===== config.mk =====
export PLATFORM = sky130hd
export DESIGN_NAME = instruction_fetch_flat
export DESIGN_NICKNAME = d
export VERILOG_FILES = /design/src/rtl/instruction_fetch_pkg.sv /design/src/rtl/instruction_fetch_if.sv /design/src/rtl/instruction_fetch_buffer.sv /design/src/rtl/instruction_fetch.sv /design/src/flat_wrapper.sv
export SDC_FILE = /design/constraint.sdc
export NUM_CORES = 1
export LEC_CHECK = 0
export CAP_MARGIN = 20
export CORE_MARGIN = 1.5
export CORE_UTILIZATION = 30
export DETAILED_ROUTE_END_ITERATION = 12
export DONT_BUFFER_PORTS = 1
export HOLD_SLACK_MARGIN = 0.02
export SETUP_SLACK_MARGIN = 0.4
export SLEW_MARGIN = 10
export SYNTH_ARGS = -nofsm -noshare
export SYNTH_HDL_FRONTEND = slang
export SYNTH_SLANG_ARGS = --single-unit

===== constraint.sdc =====
create_clock -name clk -period 5.5 [get_ports clk]
set_clock_uncertainty 0.05 [all_clocks]
set_input_delay 0.55 -clock clk [delete_from_list [all_inputs] [get_ports clk]]
set_output_delay 0.55 -clock clk [all_outputs]
set_load 0.1 [all_outputs]

===== src/rtl/instruction_fetch_pkg.sv =====
// Shared types and constants for the instruction fetch block.
package instruction_fetch_pkg;

  typedef enum logic [1:0] {
    FETCH = 2'd0,
    WAIT  = 2'd1,
    DRAIN = 2'd2
  } if_state_e;

  localparam logic [31:0] PC_INCR    = 32'd4;
  localparam int unsigned FIFO_DEPTH = 2;
  localparam int unsigned CNT_W      = $clog2(FIFO_DEPTH + 1);

  typedef struct packed {
    logic [31:0] instr;
    logic [31:0] pc;
  } fetch_entry_t;

  function automatic logic [31:0] align_pc(input logic [31:0] a);
    return {a[31:2], 2'b00};
  endfunction

endpackage


===== src/rtl/instruction_fetch_if.sv =====
// Memory, redirect and decode-side signals of the fetch unit.
interface instruction_fetch_if;
  logic        imem_req;
  logic [31:0] imem_addr;
  logic        imem_ack;
  logic [31:0] imem_rdata;
  logic        redirect_valid;
  logic [31:0] redirect_pc;
  logic        instr_valid;
  logic [31:0] instr;
  logic [31:0] instr_pc;
  logic        instr_ready;

  modport master (
    output imem_req, imem_addr, instr_valid, instr, instr_pc,
    input  imem_ack, imem_rdata, redirect_valid, redirect_pc, instr_ready
  );

  modport slave (
    input  imem_req, imem_addr, instr_valid, instr, instr_pc,
    output imem_ack, imem_rdata, redirect_valid, redirect_pc, instr_ready
  );
endinterface


===== src/rtl/instruction_fetch_buffer.sv =====
// fetch_buffer: small in-order FIFO of {instr, pc}; flush wins over push/pop.
module fetch_buffer
  import instruction_fetch_pkg::*;
(
  input  logic               clk,
  input  logic               reset_n,
  input  logic               push_i,
  input  fetch_entry_t       wdata_i,
  input  logic               pop_i,
  input  logic               flush_i,
  output fetch_entry_t       rdata_o,
  output logic [CNT_W-1:0]   count_o
);
  localparam int unsigned PW = (FIFO_DEPTH > 1) ? $clog2(FIFO_DEPTH) : 1;

  fetch_entry_t [FIFO_DEPTH-1:0] mem_q;
  logic [PW-1:0]                 rd_ptr_q, wr_ptr_q;
  logic [CNT_W-1:0]              count_q, count_d;

  assign count_d = count_q + CNT_W'(push_i) - CNT_W'(pop_i);

  always_ff @(posedge clk or negedge reset_n) begin
    if (!reset_n) begin
      mem_q    <= '0;
      rd_ptr_q <= '0;
      wr_ptr_q <= '0;
      count_q  <= '0;
    end else if (flush_i) begin
      rd_ptr_q <= '0;
      wr_ptr_q <= '0;
      count_q  <= '0;
    end else begin
      if (push_i) begin
        mem_q[wr_ptr_q] <= wdata_i;
        wr_ptr_q        <= wr_ptr_q + 1'b1;
      end
      if (pop_i) rd_ptr_q <= rd_ptr_q + 1'b1;
      count_q <= count_d;
    end
  end

  assign rdata_o = mem_q[rd_ptr_q];
  assign count_o = count_q;

endmodule


===== src/rtl/instruction_fetch.sv =====
// Instruction fetch: single-outstanding memory requests into a 2-entry buffer.
// Optional IFETCH_STATS_EN adds a fetch_count output of decode handshakes.
module instruction_fetch
  import instruction_fetch_pkg::*;
#(
  parameter logic [31:0] RESET_PC = 32'h0000_0000
) (
  input  logic                clk,
  input  logic                reset_n,
  instruction_fetch_if.master bus
`ifdef IFETCH_STATS_EN
  ,
  output logic [31:0]         fetch_count
`endif
);

  if_state_e        state_q, state_d;
  logic [31:0]      pc_q, pc_d, addr_q, addr_d;
  logic [CNT_W-1:0] count;
  fetch_entry_t     head, wentry;
  logic             redirect, accept, push, pop;

  assign redirect = bus.redirect_valid;

  // Outside FETCH a request is already in flight and must be held until ack.
  assign bus.imem_req  = reset_n && ((state_q != FETCH) || (count < CNT_W'(FIFO_DEPTH)));
  assign bus.imem_addr = (state_q == FETCH) ? pc_q : addr_q;

  assign accept = bus.imem_req && bus.imem_ack;
  assign push   = accept && (state_q != DRAIN) && !redirect;
  assign pop    = bus.instr_valid && bus.instr_ready && !redirect;

  assign wentry.instr = bus.imem_rdata;
  assign wentry.pc    = bus.imem_addr;

  fetch_buffer u_buf (
    .clk     (clk),
    .reset_n (reset_n),
    .push_i  (push),
    .wdata_i (wentry),
    .pop_i   (pop),
    .flush_i (redirect),
    .rdata_o (head),
    .count_o (count)
  );

  assign bus.instr_valid = (count != '0);
  assign bus.instr       = head.instr;
  assign bus.instr_pc    = head.pc;

  always_comb begin
    state_d = state_q;
    pc_d    = pc_q;
    addr_d  = addr_q;
    if (state_q == FETCH && bus.imem_req) addr_d = pc_q;
    if (redirect)  pc_d = align_pc(bus.redirect_pc);
    else if (push) pc_d = pc_q + PC_INCR;
    case (state_q)
      FETCH:   if (bus.imem_req && !bus.imem_ack) state_d = redirect ? DRAIN : WAIT;
      WAIT:    if (bus.imem_ack) state_d = FETCH;
               else if (redirect) state_d = DRAIN;
      DRAIN:   if (bus.imem_ack) state_d = FETCH;
      default: state_d = FETCH;
    endcase
  end

  always_ff @(posedge clk or negedge reset_n) begin
    if (!reset_n) begin
      state_q <= FETCH;
      pc_q    <= RESET_PC;
      addr_q  <= RESET_PC;
    end else begin
      state_q <= state_d;
      pc_q    <= pc_d;
      addr_q  <= addr_d;
    end
  end

`ifdef IFETCH_STATS_EN
  logic [31:0] fetch_count_q;

  always_ff @(posedge clk or negedge reset_n) begin
    if (!reset_n) fetch_count_q <= '0;
    else if (bus.instr_valid && bus.instr_ready) fetch_count_q <= fetch_count_q + 32'd1;
  end

  assign fetch_count = fetch_count_q;
`endif

endmodule


===== src/flat_wrapper.sv =====
// flat-port wrapper written by rule: the top's interface ports become plain ports
module instruction_fetch_flat import instruction_fetch_pkg::*;
#(
  parameter logic [31:0] RESET_PC = 32'h0000_0000
)
  (clk, reset_n, bus_imem_req, bus_imem_addr, bus_instr_valid, bus_instr, bus_instr_pc, bus_imem_ack, bus_imem_rdata, bus_redirect_valid, bus_redirect_pc, bus_instr_ready);
  instruction_fetch_if bus_i ();
  input  logic clk;
  input  logic reset_n;
  output wire logic [$bits(bus_i.imem_req)-1:0] bus_imem_req;
  output wire logic [$bits(bus_i.imem_addr)-1:0] bus_imem_addr;
  output wire logic [$bits(bus_i.instr_valid)-1:0] bus_instr_valid;
  output wire logic [$bits(bus_i.instr)-1:0] bus_instr;
  output wire logic [$bits(bus_i.instr_pc)-1:0] bus_instr_pc;
  input wire logic [$bits(bus_i.imem_ack)-1:0] bus_imem_ack;
  input wire logic [$bits(bus_i.imem_rdata)-1:0] bus_imem_rdata;
  input wire logic [$bits(bus_i.redirect_valid)-1:0] bus_redirect_valid;
  input wire logic [$bits(bus_i.redirect_pc)-1:0] bus_redirect_pc;
  input wire logic [$bits(bus_i.instr_ready)-1:0] bus_instr_ready;
  assign bus_imem_req = bus_i.imem_req;
  assign bus_imem_addr = bus_i.imem_addr;
  assign bus_instr_valid = bus_i.instr_valid;
  assign bus_instr = bus_i.instr;
  assign bus_instr_pc = bus_i.instr_pc;
  assign bus_i.imem_ack = bus_imem_ack;
  assign bus_i.imem_rdata = bus_imem_rdata;
  assign bus_i.redirect_valid = bus_redirect_valid;
  assign bus_i.redirect_pc = bus_redirect_pc;
  assign bus_i.instr_ready = bus_instr_ready;
  instruction_fetch #(.RESET_PC(RESET_PC)) u_core (.clk(clk), .reset_n(reset_n), .bus(bus_i));
endmodule

Yosys cells after proc, flatten, opt, wreduce, memory -nomap -nowiden
Index checks and enable logic that the tools add are counted.
{"block": "word_totals", "regBits": 198, "out_inout_bits": 98}
{"block": "classes", "add_sub_neg": 5, "n_lt_le_gt_ge": 4, "n_eq_ne": 6, "muxes": 19, "bitwise": 1, "reduce_logical": 19}
{"cell": "$mux W64", "count": 3}
{"cell": "$bwmux W128", "count": 1}
{"cell": "$mux W32", "count": 3}
{"cell": "$demux W64 S1", "count": 1}
{"cell": "$add A32 B3 Y32 const B", "count": 1}
{"cell": "$mux W2", "count": 6}
{"cell": "$logic_and A1 B1 Y1", "count": 9}
{"cell": "$reduce_bool A2 Y1", "count": 4}
{"cell": "$ne A2 B2 Y1 const B", "count": 3}
{"cell": "$pmux W2 S3", "count": 1}
{"cell": "$lt A1 B2 Y1 const B", "count": 2}
{"cell": "$mux W1", "count": 4}
{"cell": "$ne A3 B3 Y1 const B", "count": 1}
{"cell": "$reduce_and A3 Y1", "count": 1}
{"cell": "$add A1 B1 Y1 const B", "count": 2}
{"cell": "$add A2 B1 Y2", "count": 1}
{"cell": "$eq A2 B1 Y1 const B", "count": 1}
{"cell": "$eq A2 B2 Y1 const B", "count": 1}
{"cell": "$logic_not A1 Y1", "count": 2}
{"cell": "$logic_not A2 Y1", "count": 1}
{"cell": "$lt A2 B2 Y1 const B", "count": 1}
{"cell": "$reduce_and A2 Y1", "count": 1}
{"cell": "$sub A2 B1 Y2", "count": 1}
{"cell": "$ge A1 B1 Y1 const B", "count": 1}
{"cell": "other kinds (2)", "count": 2}

Depth between registers and ports, before layout
Gate-level depths: netlist of run 1.
{"block": "depth", "depth_word": 9, "ltp_mapped": 9, "depth_no_buf": 8}

Hierarchy
A second synthesis of run 1 with hierarchy kept.
{"block": "unflattened", "cells_unflattened": 688, "hier_area_um2": 9461.6}
{"module": "fetch_buffer", "instances": 1, "cells_per_inst": 358, "area_each_um2": 6048.3, "seq_area_each_um2": 3303.2}
{"module": "instruction_fetch", "instances": 1, "cells_per_inst": 330, "area_each_um2": 3413.3, "seq_area_each_um2": 1551.5}

Worst setup path after synthesis of run 1
OpenSTA, ideal clock, no wires.
{"block": "synth_timing", "kind": "register to output", "start": "register u_core.state_q[1]", "end": "output bus_imem_req", "arrival_time_ns": 3.024, "required_time_ns": 4.900, "path_slack_ns": 1.876, "path_stages_with_launch": 4, "path_buffers": 1, "cell_sequence": "dfrtp_1 -> nor2_1 -> clkbuf_1 -> a21boi_0"}
{"block": "synth_between", "elab_chain_len": 3}
{"element": "start: declaration", "line_no": "instruction_fetch.sv:17", "source": "if_state_e state_q, state_d;"}
{"element": "start signal: assignment", "line_no": "instruction_fetch.sv:73", "source": "state_q <= state_d;"}
{"element": "$reduce_bool A2 Y1", "line_no": "instruction_fetch.sv:26", "source": "assign bus.imem_req = reset_n && ((state_q != FETCH) || (count < CNT_W'(FIFO_DEPTH)));"}
{"element": "$logic_or A1 B1 Y1", "line_no": "instruction_fetch.sv:26"}
{"element": "$logic_and A1 B1 Y1", "line_no": "instruction_fetch.sv:26"}
{"element": "end: declaration", "line_no": "flat_wrapper.sv:10", "source": "output wire logic [$bits(bus_i.imem_req)-1:0] bus_imem_req;"}
No other way between the ends.

Worst setup path after layout of run 1
{"block": "layout_timing", "start": "register u_core.state_q[1]", "end": "output bus_imem_addr[31]"}
{"block": "layout_between", "elab_chain_len": 2}
{"element": "$logic_not A2 Y1", "line_no": "instruction_fetch.sv:27", "source": "assign bus.imem_addr = (state_q == FETCH) ? pc_q : addr_q;"}
{"element": "$mux W32", "line_no": "instruction_fetch.sv:27"}
{"element": "end: declaration", "line_no": "flat_wrapper.sv:11", "source": "output wire logic [$bits(bus_i.imem_addr)-1:0] bus_imem_addr;"}
No other way between the ends.

==> results of run 1 <==
## metrics by stage
stage / power [mW] / utilization / setup slack [ps] / instance area (sq um)
2_1_floorplan: 4.46 / - / 1880 / 8860
3_3_place_gp: 4.62 / 0.319 / 2560 / 9190
3_5_place_dp: 4.66 / 0.319 / 2590 / 9190
4_1_cts: 5.97 / 0.340 / 2120 / 9800
5_1_grt: 6.18 / 0.340 / 1940 / 9800
6_report: 5.89 / 0.340 / 2190 / 9810
## path summary, 6_finish.rpt
| check | end | slack (ps) |
|---|---|---|
| worst max-delay path | bus_imem_addr[31] | 2190 |
| worst min-delay path | u_core.u_buf.mem_q[82]$_DFFE_PN0P_ | 100 |
| worst max register to register | u_core.addr_q[27]$_DFFE_PN0P_ | 2970 |
| worst min register to register | u_core.u_buf.mem_q[125]$_DFFE_PN0P_ | 450 |
| max in group asynchronous | u_core.u_buf.rd_ptr_q$_DFFE_PN0P_ | 4520 |
| min in group clk | u_core.state_q[1]$_DFFE_PN0P_ | 140 |
## cell type report
type                       count  area (sq um)  share of cell area
multi-input combinational    489          3740               0.381
tap                          384           480              0.0490
sequential                   190          4760               0.485
clock inverter                15           158              0.0161
antenna                        1          2.50            0.000255
timing repair buffer          11           103              0.0105
inverter                      37           139              0.0142
clock buffer                  17           425              0.0434
## cells by family (layout without fill, tap and decap cells)
group | after synthesis | in the layout | share of synthesized area
buffers and inverters | 92 | 80 | 0.0440
AOI/OAI and AO/OA | 112 | 112 | 0.0727
DFF | 190 | 190 | 0.537
other | 1 | 5 | 0.000424
muxes | 187 | 187 | 0.234
adders and majority gates | 3 | 3 | 0.00424
xor gates and xnor gates | 12 | 12 | 0.0119
and+or+nand+nor | 171 | 171 | 0.0960
## power breakdown
| group | total, mW | switching, mW | internal [mW] |
|---|---|---|---|
| Clock | 1.25 | 0.607 | 0.643 |
| Combinational | 2.59 | 2.10 | 0.489 |
| Sequential | 2.06 | 0.244 | 1.81 |
## placed cells by master (no fill, tap or decap), types with 3 or more instances in the layout
cell type | netlist | layout
a21oi_1 | 61 | 61
a31oi_1 | 17 | 17
and3_1 | 4 | 4
buf_4 | 5 | 10
clkbuf_16 | 0 | 17
clkinv_4 | 0 | 5
clkinvlp_4 | 0 | 4
conb_1 | 1 | 4
dfrtp_1 | 190 | 189
ha_1 | 3 | 3
inv_1 | 37 | 37
inv_8 | 0 | 4
mux2_2 | 156 | 156
mux2i_1 | 31 | 31
nand2_1 | 24 | 24
nand3_1 | 13 | 13
nand4_1 | 6 | 6
nor2_1 | 84 | 83
o211ai_1 | 4 | 4
o21ai_0 | 11 | 11
o31ai_1 | 15 | 15
or4_1 | 21 | 21
xnor2_1 | 7 | 7
xor2_1 | 5 | 5
## repair_timing
| action | CTS | global route |
|---|---|---|
| hold endpoints to repair | 190 | 0 |
| setup endpoints to repair | 0 | 0 |
| hold buffers | 1 | 0 |
## routing by layer
| layer | track usage | wire length (microns) | vias to the layer above |
|---|---|---|---|
| li1 | - | - | 2650 |
| met1 | 0.171 | 8920 | 2752 |
| met2 | 0.211 | 9150 | 130 |
| met3 | 0.0535 | 1610 | 16 |
| met4 | 0.0374 | 244 | 2 |
| met5 | 0 | 13 | - |
## flip-flops by register name, indices dropped and copies added (netlist names)
signal	flops
u_core.u_buf.mem_q	124
u_core.addr_q	30
u_core.pc_q	30
u_core.state_q	2
u_core.u_buf.count_o	2
u_core.u_buf.rd_ptr_q	1
u_core.u_buf.wr_ptr_q	1
==> summary.md, run 1 <==
| Metric | Value |
|---|---|
| Status | `complete, no violations` |
| Netlist cell types | `40` |
| DIE WIDTH | `175 microns` |
| Core area | `28900 sq um` |
| Total Neg Setup Slack | `0 ps` |
| Total wire length | `19.9 mm` |
| First-pass GRT wire length | `32.2 mm` |
| Worst-margin pin slew | `999 ps` |
| Critical path fanouts, max | `22` |
| Fill count | `2893` |
| Yosys top cell by area | `dfrtp_1` |
| Seq/Total Area, Yosys | `0.537` |
| Worst hold margin | `101 ps` |
| # clock sinks | `190` |
| Synth Cell Area | `8850 sq um` |
| Die height | `175 microns` |
| Min Tclk post-route | `3310 ps` |
| Hold Path Class | `in -> async` |
| Largest net degree at the start of global routing | `191` |
| Dpl hpwl | `12.7 mm` |
| Crit path capture type | `output port` |
| Site Rows | `62` |
| Number of synthesized flops with an enable pin | `0` |
| CP Launch Point | `u_core.state_q[1]$_DFFE_PN0P_` |
| Drt pass-1 iters | `4` |
| Area delta synth->final | `10.8%` |
| Setup bufs post-CTS | `0` |
| PD cells | `601 nW/um^2` |
| RSZ-0062 raised after global routing | `false` |
| Initial core utilization | `0.307` |
| Crit path DAT | `2710 ps` |
| Slew Limit Headroom | `0.334` |
| Worst R2R Path Depth | `5` |
| RR Startpoint | `u_core.state_q[1]$_DFFE_PN0P_` |
| Ports | `167` |
| P_leak | `4.14 nW` |
| Number of synthesized register bits | `190` |
| Asr flop ratio synth | `1.00` |
| Drt drc | `0` |
| WP data required | `4900 ps` |
| Cells along the critical path | `nor2_4 -> buf_4 -> mux2i_1 -> inv_1` |
| Worst path max stage delay | `500 ps` |
| Initial antenna violation count | `2` |
| Setup violators final | `0` |
| Crit path max-delay cell type | `inv_1` |
| H-tree depth | `4` |
| Clk_lat worst skew | `420 ps` |
| Startpoint Class | `register` |
| Fin. max-slew vios | `0` |
| Port Buf Inserts | `0` |
| Via count | `5550` |
| Final hold vios | `0` |
| Buf/Inv on CP | `2` |
| Num CTS Buffers | `17` |
| VDD IR max | `0.000309 V` |
| Share of layout cells above drive strength 1 | `0.277` |
| DR vias/cell | `4.85` |
| Yosys top cell area share | `0.537` |
| CTS Buffer Depth | `2` |
| Family with the most delay on the worst path | `buffers and inverters` |
| Most used DFF post-synth | `dfrtp_1` |
| Wire per inst | `17.4 microns` |
| Final period util | `0.602` |
| Final net count | `818` |
| Root buffer cell | `clkbuf_16` |
| Synthesized area per cell | `11.5 sq um` |
| Critical path class | `reg -> out` |
| Starting DRT DRC Count | `270` |
| DP Cell Count | `1110` |
| DRT antenna net count | `0` |
| CTS resizes | `0` |
| GR Util All Layers | `0.134` |
| Synth top cells by count | `190 x dfrtp_1, 156 x mux2_2, 84 x nor2_1, 61 x a21oi_1, 37 x inv_1` |
| Synth top area cells | `dfrtp_1 54%, mux2_2 20%, nor2_1 3.6%, mux2i_1 3.5%, a21oi_1 3.4%` |
| CTS tree | `done` |
| Final Non-Filler Cells | `1144` |
| Die ar. | `30500 sq um` |
| Vias in the first global route | `5766` |
| Cell count after synthesis | `768` |
| Max Fclk | `302 MHz` |
| GP Congestion | `0.716` |
| Worst path depth | `4` |
| GRT overflow | `0` |
| Reg clk slew, reported paths | `80 ps` |
| # Max-Cap Violations | `0` |
| Yosys warns | `0` |
| Top-count cell post-synth | `dfrtp_1` |
No activity file was read; power rests on OpenSTA's default activity.
==> run 2, diff against run 1 <==
Clock period 5.5 ns to 3.1 ns, I/O delays scaled along.
==> run 2 against run 1 <==
Net effect: the flow now finishes with violations (hold timing); sequential cell count stayed put; die area unchanged; cell area is 8.8% higher; total power grew 80%; utilization is 3.0 points higher; count of clock-buffer cells in the layout grew 4; via count is 6.4% higher; sequential power is 77% higher; largest cell class unchanged.
==> summary.md, run 2 (synthesis results as in run 1) <==
| Metric | Value |
|---|---|
| Critical path class | `reg -> out` |
| Failing checks | `hold timing` |
| Total wire length | `20.2 mm (+1.5%)` |
| DRT antenna net count | `0 (unchanged)` |
| First-pass GRT wire length | `33.4 mm (+3.9%)` |
| DIE WIDTH | `175 microns (unchanged)` |
| DR vias/cell | `4.78 (-1.4%)` |
| Starting DRT DRC Count | `291 (+7.8%)` |
| Reg clk slew, reported paths | `70 ps (about the same)` |
| PD cells | `996 nW/um^2 (+66%)` |
| Reg with most FFs | `u_core.u_buf.mem_q` |
| Largest net degree at the start of global routing | `199 (+4.2%)` |
| Max Fclk | `399 MHz` |
| Critical path fanouts, max | `6 (-73%)` |
| Worst hold margin | `-477 ps (-578 ps)` |
| Crit path DAT | `2140 ps (-570 ps)` |
| Min Tclk post-route | `2500 ps` |
| Via count | `5903 (+6.4%)` |
| Post-CTS Hold Buffers | `63 (+62)` |
| Cells along the critical path | `nor2_4 -> buf_4 -> buf_4 -> mux2i_1 -> inv_1` |
| P_leak | `4.55 nW (+9.8%)` |
| Total Power | `10.6 mW (+80%)` |
| Crit path max-delay cell type | `dfrtp_1` |
| Setup slack, reg-to-reg | `780 ps (-2190 ps)` |
| Die height | `175 microns (unchanged)` |
| Clk_lat worst skew | `430 ps (about the same)` |
| Area delta synth->final | `20.6%` |
| Slew Limit Headroom | `0.330 (-0.00341)` |
| Num CTS Buffers | `17 (unchanged)` |
| GRT overflow | `0 (unchanged)` |
| Worst r2r dst | `u_core.u_buf.mem_q[92]$_DFFE_PN0P_` |
| Initial antenna violation count | `2 (unchanged)` |
| Fill count | `2869 (-0.83%)` |
| Fin. max-slew vios | `0 (unchanged)` |
| Status | `complete, but fails checks` |
| GR Util All Layers | `0.138 (+0.00308)` |
| # clock sinks | `190 (unchanged)` |
| RR Startpoint | `u_core.u_buf.count_o[1]$_DFF_PN0_` |
| Worst-margin pin slew | `1000 ps (+1.82 ps)` |
| Flip-flop count of the largest register after layout | `124 (unchanged)` |
| Total Neg Setup Slack | `0 ps (unchanged)` |
| Commonest cells after routing, fill and taps aside | `189 x dfrtp_1, 156 x mux2_2, 83 x nor2_1, 63 x dlygate4sd3_1, 61 x a21oi_1` |
| Worst R2R Path Depth | `6 (+1)` |
| Layout Utilization | `0.370 (+0.0300)` |
| Startpoint Class | `register` |
| Most frequent CP cell | `buf_4` |
| Setup ws final | `595 ps (-1590 ps)` |
| Most common cell after layout, fill and taps aside | `dfrtp_1` |
| Wire per inst | `16.4 microns (-5.9%)` |
| RSZ-0062 raised after global routing | `false` |
| CTS Buffer Depth | `2 (unchanged)` |
| Core area | `28900 sq um (unchanged)` |
| Final hold vios | `190 (+190)` |
| WP data required | `2740 ps (-2160 ps)` |
| Hold Path Class | `in -> async` |
| Final period util | `0.808` |
| CTS tree | `done` |
| VDD IR max | `0.000500 V (+62%)` |
| GP Congestion | `0.730 (+2.1%)` |
| Placed cell area | `9420 sq um (+2.4%)` |
| Setup violators final | `0 (unchanged)` |
| H-tree depth | `4 (unchanged)` |
| Root buffer cell | `clkbuf_16` |
| Worst path max stage delay | `460 ps (-40 ps)` |
| # Max-Cap Violations | `0 (unchanged)` |
| Drt drc | `0 (unchanged)` |
| Initial core utilization | `0.307 (unchanged)` |
| Drt pass-1 iters | `4 (unchanged)` |
| Family with the most delay on the worst path | `buffers and inverters` |
| Non-Filler Cell Area, Final | `10700 sq um (+8.8%)` |
| Crit path capture type | `output port` |
| Port Buf Inserts | `0 (unchanged)` |
| Buf/Inv on CP | `3 (+1)` |
| Vias in the first global route | `6147 (+6.6%)` |
| Biggest regs | `u_core.u_buf.mem_q: 124 flops, u_core.addr_q: 30 flops, u_core.pc_q: 30 flops` |
| Ports | `167 (unchanged)` |
| Die ar. | `30500 sq um (unchanged)` |
| Dpl hpwl | `13.1 mm (+3.6%)` |
| Final net count | `910 (+11%)` |
| Share of layout cells above drive strength 1 | `0.279 (+0.00247)` |
| Pre-CTS WS | `771 ps (-1820 ps)` |
| Site Rows | `62 (unchanged)` |
==> run 2: report_power, final <==
part           total [mW]  switching [mW]  internal (mW)
Combinational        4.76            3.74           1.01
Clock                2.23           0.987           1.25
Sequential           3.64           0.425           3.22
Total                10.6            5.15           5.48
==> run 2: area by class of cell <==
cell class	count	area [sq um]	share of cell area
Multi-Input combinational cell	489	3740	0.351
Sequential cell	190	4760	0.446
Inverter	37	139	0.0130
Clock inverter	9	113	0.0105
Timing Repair Buffer	103	968	0.0907
Tap cell	384	480	0.0450
Antenna cell	1	2.50	0.000234
Clock buffer	21	470	0.0441
==> run 2: timing repair <==
item / 4_1_cts / 5_1_grt
setup buffers: 4 / 0
setup endpoints to repair: 12 / 0
resized for setup: 0 / 0
endpoints found under the hold margin: 289 / 190
==> run 2: worst max-delay path by stage <==
| stage | start | to | slack (ps) | cells past startpoint |
|---|---|---|---|---|
| after floorplan | u_core.state_q[1]$_DFFE_PN0P_ | bus_imem_req | 450 | 3 |
| after CTS | u_core.u_buf.rd_ptr_q$_DFFE_PN0P_ | bus_instr_pc[21] | 560 | 2 |
| after global routing | u_core.state_q[1]$_DFFE_PN0P_ | bus_imem_addr[27] | 430 | 6 |
| after global placement | u_core.state_q[1]$_DFFE_PN0P_ | bus_imem_addr[28] | 770 | 5 |
| final | u_core.state_q[1]$_DFFE_PN0P_ | bus_imem_addr[7] | 600 | 5 |
| after detailed placement | u_core.state_q[1]$_DFFE_PN0P_ | bus_imem_addr[27] | 770 | 5 |
==> run 2: through the flow <==
| stage | std cells | hold WS (ps) |
|---|---|---|
| after floorplan | 771 | -35.6 |
| after global placement | 1136 | -30.5 |
| after detailed placement | 1136 | -30.6 |
| after CTS | 1233 | -501 |
| after global routing | 1233 | -516 |
| final | 1234 | -477 |
==> run 2: routing by layer <==
metal | GRT usage | vias up | wire [microns]
li1 | - | 2827 | -
met5 | 0 | - | 17
met3 | 0.0479 | 13 | 1360
met4 | 0.0299 | 2 | 140
met1 | 0.177 | 2926 | 9200
met2 | 0.222 | 135 | 9520
==> run 3, diff against run 2 <==
Settings changed: ABC_AREA set to 1.
Clock period 3.1 ns to 2.4 ns, I/O delays scaled along.
==> run 3 against run 2 <==
Net effect: the run still ends with hold timing left; cell area rose by 41%; largest cell class is now multi-input gates; first-iteration DRC count rose to 2.6 times the previous value; count of clock-buffer cells in the layout fell by 1; critical endpoint is now bus_imem_addr[20].
==> summary.md, run 3 <==
| Metric | Value |
|---|---|
| Status | `complete, but fails checks` |
| Failing checks | `hold timing` |
| Number of synthesized register bits | `190 (unchanged)` |
| Startpoint Class | `register` |
| Die ar. | `32100 sq um (+5.2%)` |
| Reg with most FFs | `u_core.u_buf.mem_q` |
| Setup violators final | `0 (unchanged)` |
| Max Fclk | `480 MHz` |
| Synth top cells by count | `526 x nand2_1, 190 x dfrtp_1, 130 x o21ai_0, 108 x inv_1, 69 x nor2_1` |
| WP data required | `2110 ps (-630 ps)` |
| Critical path class | `reg -> out` |
| DR vias/cell | `4.80 (+0.34%)` |
| Antenna cells | `0 (-1)` |
| Synthesized area per cell | `7.52 sq um (-35%)` |
| Yosys top cell area share | `0.510 (-0.0272)` |
| Flip-flop count of the largest register after layout | `124 (unchanged)` |
| GRT overflow | `0 (unchanged)` |
| Via count | `8808 (+49%)` |
| RSZ-0062 raised after global routing | `true` |
| Min Tclk post-route | `2080 ps` |
| GR Util All Layers | `0.176 (+0.0380)` |
| Biggest regs | `u_core.u_buf.mem_q: 124 flops, u_core.addr_q: 30 flops, u_core.pc_q: 30 flops` |
| Cell count after synthesis | `1239 (+61%)` |
| Total wire length | `31.7 mm (+57%)` |
| Ports | `167 (unchanged)` |
| CP Launch Point | `u_core.state_q[1]$_DFFE_PN0P_` |
| Post-CTS Hold Buffers | `63 (unchanged)` |
| Core area | `30600 sq um (+6.0%)` |
| Initial core utilization | `0.305 (-0.00194)` |
| CTS tree | `done` |
| Reg clk slew, reported paths | `80 ps (about the same)` |
| Largest net degree at the start of global routing | `193 (-3.0%)` |
| Num CTS Buffers | `17 (unchanged)` |
| Worst hold margin | `-549 ps (-71.9 ps)` |
| Most common cell after layout, fill and taps aside | `nand2_1` |
| Wire per inst | `17.3 microns (+5.4%)` |
| Synth top area cells | `dfrtp_1 51%, nand2_1 21%, o21ai_0 7.0%, inv_1 4.3%, nor2_1 2.8%` |
| Number of synthesized flops with an enable pin | `0 (unchanged)` |
| Yosys top cell by area | `dfrtp_1` |
| Vias in the first global route | `8089 (+32%)` |
| Die height | `179 microns (+2.6%)` |
| Seq/Total Area, Yosys | `0.510 (-0.0272)` |
| Worst path max stage delay | `410 ps (-50 ps)` |
| # Max-Cap Violations | `0 (unchanged)` |
| Cells along the critical path | `nor2_4 -> clkinv_4 -> buf_16 -> o21ai_4 -> buf_12` |
| Starting DRT DRC Count | `763 (+160%)` |
| DIE WIDTH | `179 microns (+2.6%)` |
| Buf/Inv on CP | `3 (unchanged)` |
| Site Rows | `64 (+3.2%)` |
| Share of layout cells above drive strength 1 | `0.258 (-0.0213)` |
| Total Neg Setup Slack | `0 ps (unchanged)` |
| RR Startpoint | `u_core.state_q[1]$_DFFE_PN0P_` |
| Port Buf Inserts | `0 (unchanged)` |
| DRT antenna net count | `0 (unchanged)` |
| H-tree depth | `4 (unchanged)` |
| Clk_lat worst skew | `440 ps (about the same)` |
| Crit path DAT | `1790 ps (-350 ps)` |
| First-pass GRT wire length | `43.3 mm (+30%)` |
| Worst path depth | `5 (unchanged)` |
| Dpl hpwl | `16.9 mm (+29%)` |
| Final period util | `0.867` |
| CTS Buffer Depth | `2 (unchanged)` |
| Final net count | `1498 (+65%)` |
| Worst-margin pin slew | `931 ps (-70.2 ps)` |
| Crit path capture type | `output port` |
| Netlist cell types | `32 (-20%)` |
| Drt drc | `0 (unchanged)` |
| Fin. max-slew vios | `0 (unchanged)` |
| Worst R2R Path Depth | `8 (+2)` |
| # clock sinks | `190 (unchanged)` |
| Placed cell area | `11600 sq um (+23%)` |
| Most used DFF post-synth | `dfrtp_1` |
| Asr flop ratio synth | `1.00 (unchanged)` |
| Critical path fanouts, max | `6 (unchanged)` |
| Family with the most delay on the worst path | `buffers and inverters` |
| Area delta synth->final | `61.0%` |
| Yosys warns | `0 (unchanged)` |
| Drt pass-1 iters | `7 (+3)` |
| Commonest cells after routing, fill and taps aside | `453 x nand2_1, 189 x dfrtp_1, 106 x inv_1, 98 x buf_12, 66 x nor2_1` |
| Hold Path Class | `in -> async` |
| Non-Filler Cell Area, Final | `15000 sq um (+41%)` |
| Final hold vios | `190 (unchanged)` |
| Synth Cell Area | `9320 sq um (+5.3%)` |
| Root buffer cell | `clkbuf_16` |
| Top-count cell post-synth | `nand2_1` |
| GP Congestion | `0.926 (+27%)` |
| Slew Limit Headroom | `0.377 (+0.0469)` |
| Crit path max-delay cell type | `dfrtp_1` |
| Initial antenna violation count | `0 (-2)` |
[run 3: logic make-up after synthesis]
family          Yosys count  synth area share
simple gates            656             0.277
compound gates          206             0.120
flops                   190             0.510
buf+inv                 176            0.0815
xor+xnor                  7           0.00658
fa+ha+maj                 3           0.00403
other cells               1          0.000402
[run 3: layout make-up]
type | instances | area, sq um
tap | 396 | 495
clock inverter | 12 | 228
inverter | 112 | 459
clock buffer | 20 | 457
multi-input combinational | 876 | 5000
timing repair buffer | 229 | 3600
fill | 2761 | 15600
sequential | 190 | 4760
[run 3: worst paths after layout]
path,endpoint,slack [ps]
worst min register to register,u_core.u_buf.mem_q[82]$_DFFE_PN0P_,420
worst min-delay path,u_core.u_buf.mem_q[101]$_DFFE_PN0P_,-550
max in group asynchronous,u_core.u_buf.rd_ptr_q$_DFFE_PN0P_,2530
min in group clk,u_core.pc_q[22]$_DFFE_PN0P_,60
worst max register to register,u_core.addr_q[13]$_DFFE_PN0P_,370
worst max-delay path,bus_imem_addr[20],320
[run 3: metal layers]
| layer | wire length [microns] | vias to the layer above | global-route usage |
|---|---|---|---|
| met5 | 0 | - | 0 |
| met4 | 374 | 0 | 0.0399 |
| met3 | 1960 | 27 | 0.0466 |
| met2 | 15800 | 294 | 0.292 |
| met1 | 13600 | 4254 | 0.227 |
| li1 | - | 4233 | - |
[run 3: per-stage QoR]
stage | instances | hold WS, ps | util | setup WS [ps]
after global placement | 1682 | -98.1 | 0.379 | 437
after CTS | 1810 | -578 | 0.450 | 294
after floorplan | 1242 | -106 | - | -31.7
after global routing | 1835 | -576 | 0.491 | 238
final | 1835 | -549 | 0.491 | 319
after detailed placement | 1682 | -98.6 | 0.379 | 375
[run 3: repair_timing]
action                                  in CTS  in global routing
gates cloned                                 8                 17
resized for setup                           97                201
endpoints found under the hold margin      287                190
setup buffers                               25                  8
endpoints found under the setup margin      88                185
pin swaps                                   19                 58
Power of run 3 is left out: the tool's default activity adds up to more than one toggle a clock period on the data nets, which glitch-free logic cannot reach.
